**src/rtl/shift_piso_tx.sv**
```systemverilog
// rtl/shift_piso_tx.sv - double-buffered parallel-in serial-out transmitter, MSB first
// All state advances on the falling edge of CLK; CLR clears asynchronously.
module shift_piso_tx #(
  parameter int WIDTH = 4
) (
  input  logic             CLK,
  input  logic             CLR,
  input  logic [WIDTH-1:0] Din,
  input  logic             Ld_Valid,
  output logic             Ld_Ready,
  output logic             Sout,
  output logic             Sr_En_o,
  output logic             Busy,
  output logic             Done
);

  localparam int CW = $clog2(WIDTH);
  localparam logic [CW-1:0] CNT_LAST = CW'(WIDTH - 1);

  typedef enum logic {
    IDLE  = 1'b0,
    SHIFT = 1'b1
  } state_t;

  state_t           state_q, state_d;
  logic [WIDTH-1:0] sh_q, sh_d;
  logic [WIDTH-1:0] hold_q, hold_d;
  logic             hold_full_q, hold_full_d;
  logic [CW-1:0]    cnt_q, cnt_d;
  logic             done_q, done_d;
  logic             accept;

  assign accept = Ld_Valid & ~hold_full_q;

  always_ff @(negedge CLK or posedge CLR) begin
    if (CLR) begin
      state_q     <= IDLE;
      sh_q        <= '0;
      hold_q      <= '0;
      hold_full_q <= 1'b0;
      cnt_q       <= '0;
      done_q      <= 1'b0;
    end else begin
      state_q     <= state_d;
      sh_q        <= sh_d;
      hold_q      <= hold_d;
      hold_full_q <= hold_full_d;
      cnt_q       <= cnt_d;
      done_q      <= done_d;
    end
  end

  always_comb begin
    state_d     = state_q;
    sh_d        = sh_q;
    hold_d      = hold_q;
    hold_full_d = hold_full_q;
    cnt_d       = cnt_q;
    done_d      = 1'b0;

    unique case (state_q)
      IDLE: begin
        if (hold_full_q) begin
          sh_d        = hold_q;
          hold_full_d = 1'b0;
          cnt_d       = CNT_LAST;
          state_d     = SHIFT;
        end
      end
      SHIFT: begin
        if (cnt_q != '0) begin
          sh_d  = {sh_q[WIDTH-2:0], 1'b0};
          cnt_d = cnt_q - 1'b1;
        end else if (hold_full_q) begin
          // Reload on the last bit so the next word follows with no gap.
          sh_d        = hold_q;
          hold_full_d = 1'b0;
          cnt_d       = CNT_LAST;
        end else begin
          state_d = IDLE;
          done_d  = 1'b1;
        end
      end
      default: state_d = IDLE;
    endcase

    // Accept only happens with the hold buffer empty, so it never races a transfer.
    if (accept) begin
      hold_d      = Din;
      hold_full_d = 1'b1;
    end
  end

  assign Ld_Ready = ~hold_full_q;
  assign Sr_En_o  = (state_q == SHIFT);
  assign Sout     = (state_q == SHIFT) & sh_q[WIDTH-1];
  assign Busy     = (state_q == SHIFT) | hold_full_q;
  assign Done     = done_q;

endmodule

```
**config.mk**
```make
export PLATFORM = sky130hd
export DESIGN_NAME = shift_piso_tx
export DESIGN_NICKNAME = d
export VERILOG_FILES = /design/src/rtl/shift_piso_tx.sv
export SDC_FILE = /design/constraint.sdc
export NUM_CORES = 1
export LEC_CHECK = 0
export ABC_AREA = 1
export CORE_MARGIN = 3
export CORE_UTILIZATION = 43
export CTS_CLUSTER_DIAMETER = 200
export DETAILED_ROUTE_END_ITERATION = 10
export PLACE_DENSITY = 0.81
export SLEW_MARGIN = 40
export SYNTH_ARGS = -nofsm -noshare
export SYNTH_HDL_FRONTEND = slang
export SYNTH_SLANG_ARGS = --single-unit
```
**constraint.sdc**
```tcl
create_clock -name CLK -period 1 [get_ports CLK]
set_input_delay 0.1 -clock CLK [delete_from_list [all_inputs] [get_ports CLK]]
set_output_delay 0.1 -clock CLK [all_outputs]
set_load 0.05 [all_outputs]
```
Word-level counts from Yosys, hierarchy flattened
Cells that the tools add are included.

Flip-flop bits (word level): 13. Input port bits: 7. Output and inout bits: 5. Logic and storage cells: 29.

Add/sub/neg operators: 1. Equality and inequality tests: 1. Multiplexer cells: 15. Bitwise logic cells: 5. Reduce and logical (&&, ||, !) cells: 1.

Operators by type and width (number): two-way mux 4 bit (2); case mux 4 bit (2 select lines) (1); two-way mux 1 bit (7); two-way mux 2 bit (2); case mux 1 bit (2 select lines) (2); case mux 2 bit (2 select lines) (1); != test 3 bit, second input constant (1); AND 1 bit (2); inverter 1 bit (2); nonzero test 2 bit (1); subtractor 2 x 1 -> 2 bit, second input constant (1); OR 1 bit (1).

Depth between registers and ports, before layout
Depth in word-level cells: 4. Depth in mapped cells: 6. Mapped depth without buffers: 5.

==> flow_metrics.env <==
export IMPL_whs_ps=443
export IMPL_multi_input_area_um2=289
export IMPL_slew_headroom_pct=73.0
export IMPL_yosysWarnings=0
export IMPL_area_delta_synth_final_pct=63.7
export IMPL_cp_max_fo=4
export IMPL_track_usage_pct=15.3
export IMPL_power_density_nw_per_um2=3740
export IMPL_path_class="reg2out"
export IMPL_setup_viol=16
export IMPL_clock_latency_ps=280
export IMPL_antenna_left=0
export IMPL_synth_largest_area_cell="dfrtn_1"
export IMPL_utilization_pct=81.1
export IMPL_p_leak_nw=0.514
export IMPL_switching_share_pct=45.8
export IMPL_cts_sinks=13
export IMPL_synthAdderAreaFrac_pct=0
export IMPL_p_seq_share_pct=27.4
export IMPL_layout_commonest_cell="nand2_1"
export IMPL_grt_start_max_net_pins=14
export IMPL_port_buffers=11
export IMPL_drv_slew=0
export IMPL_synth_compound_area_share_pct=0
export IMPL_syn_num_nets=81
export IMPL_dieWidth_um=43.2
export IMPL_combPwrFrac_pct=63.6
export IMPL_yosys_area_share_simple_pct=38.4
export IMPL_crit_path_start_kind="flop"
export IMPL_drt_wirelength_per_cell_um=16.0
export IMPL_dp_hpwl_um=901
export IMPL_status="complete, but fails checks"
export IMPL_dr_pass1_iters=4
export IMPL_drive_gt1_share_pct=38.0
export IMPL_core_um2=1200
export IMPL_irDropWorstVdd_v=0.00229
export IMPL_register_area_um2=325
export IMPL_routed_wirelength_mm=1.82
export IMPL_violations="setup timing"
export IMPL_yosysSeqAreaShare_pct=54.6
export IMPL_synth_seq_cells=13
export IMPL_ioPinCount=12
export IMPL_grt_pass1_vias=535
export IMPL_antenna_found_initial=0
export IMPL_p_int_mw=1.98
export IMPL_diodes=0
export IMPL_placed_cells=106
export IMPL_design_area_um2=975
export IMPL_die_area_um2=1870
export IMPL_cts_hold_buf=0
export IMPL_final_cell_mix="nand2_1 (33), dfrtn_1 (13), nand2_2 (7), buf_4 (7), buf_12 (6)"
export IMPL_grt_pass1_wl_mm=2.11
export IMPL_gp_congestion=0.742
export IMPL_synthMuxAreaShare_pct=0
export IMPL_vias=610
export IMPL_cts_tree="yes"
export IMPL_worstPathArrival_ps=1530
export IMPL_synth_area_um2=596
export IMPL_clockPowerShare_pct=9.0
export IMPL_synth_xor_area_share_pct=0
export IMPL_cts_root_buf="clkbuf_4"
export IMPL_htreeDepth=1
export IMPL_post_dp_cell_area_um2=857
export IMPL_tightest_slew_ps=405
export IMPL_die_h_um=43.2
export IMPL_cp_end_kind="output pin"
export IMPL_rsz0062_at_grt="true"
export IMPL_ys_top_cells_by_area="dfrtn_1 (55%), nand2_1 (25%), nand2_4 (5.7%), nand3_1 (5.0%), inv_1 (4.4%)"
export IMPL_p_switching_mw=1.67
export IMPL_synthCells=74
export IMPL_clock_path_buffers=2
export IMPL_skew_ps=0.777
export IMPL_grt_overflow=0
export IMPL_vias_per_cell=5.35
export IMPL_synth_top_family_by_area="simple AND/OR/NAND/NOR gates"
export IMPL_fillers=75
export IMPL_final_cells=114
export IMPL_initial_utilization_pct=49.6
export IMPL_cts_buffers=3
export IMPL_hold_path_class="reg2reg"
export IMPL_nets=108
export IMPL_worst_slack_ps=-626
export IMPL_place_ws_ps=-532
export IMPL_drv_cap=0
export IMPL_yosysTopAreaCellShare_pct=54.6
export IMPL_dr_first_iter_drc_count=13
export IMPL_syn_area_per_cell_um2=8.05
export IMPL_ys_types=10
export IMPL_hold_viol_final=0
export IMPL_drc=0
export IMPL_clkSlewWorstSetupHoldPaths_ps=50
export IMPL_required_ps=900
export IMPL_rows=12
[power by group through the flow]
stage	combinational (mW)	sequential, mW	clock [mW]
2_1_floorplan	1.03	1.08	0
3_3_place_gp	1.84	0.961	0
3_5_place_dp	1.88	0.976	0
4_1_cts	2.03	0.979	0.332
5_1_grt	2.47	1.03	0.371
6_report	2.32	1.00	0.328
[cell usage after synthesis]
library cell  count
buf_6             1
dfrtn_1          13
inv_1             7
inv_2             1
nand2_1          39
nand2_2           1
nand2_4           3
nand3_1           6
nor2_1            2
nor3_1            1
[registers in the layout (all words and copies together), names as in the netlist]
| register | flops |
|---|---|
| Sr_En_o | 1 |
| Done | 1 |
| hold_full_q | 1 |
| hold_q | 4 |
| sh_q | 4 |
| cnt_q | 2 |
[layer usage]
layer	vias to the layer above	share of wire, %	global-route usage, %
li1	276	-	-
met1	300	36	16.6
met2	30	56	26.8
met3	4	5.4	2.97
met4	0	2.1	9.04
met5	-	0	0
[repair_timing]
item	4_1_cts	5_1_grt
setup buffers	1	4
endpoints found under the setup margin	15	17
endpoints found under the hold margin	0	0
gates cloned	0	0
pin swaps	4	2
gates resized for setup	10	7
[cells by family after synthesis]
| logic type | after synthesis |
|---|---|
| flops | 13 |
| buf+inv | 9 |
| simple gates | 52 |
[path summary, 6_finish.rpt]
check | start | slack [ps] | cells after the start | to
min in group asynchronous | CLR | 560 | 3 | sh_q[3]
worst min register to register | sh_q[0] | 440 | 2 | sh_q[1]
worst max-delay path | hold_full_q | -630 | 3 | Busy
max in group asynchronous | CLR | 300 | 3 | hold_q[3]
worst max register to register | hold_full_q | -180 | 7 | hold_q[0]
worst min-delay path | sh_q[0] | 440 | 2 | sh_q[1]
[final cells by class]
cell class,count,area share [%]
tap,14,1.80
clock buffer,4,2.70
timing repair buffer,23,28.8
sequential,13,33.4
inverter,8,3.72
multi-input combinational,52,29.7
[through the flow]
stage                     TNS [ps]  power, mW
after detailed placement     -4090       2.86
after CTS                    -3440       3.34
after global placement       -3890       2.80
final                        -4360       3.65
after global routing         -5090       3.87
after floorplan              -3690       2.11
[worst max-delay path, stage by stage, from the launching register on]
cell	delay, ps
dfrtn_1	450
inv_4	80
nand2_8	80
buf_12	130
Note: power is estimated with default switching activity, not from simulation.
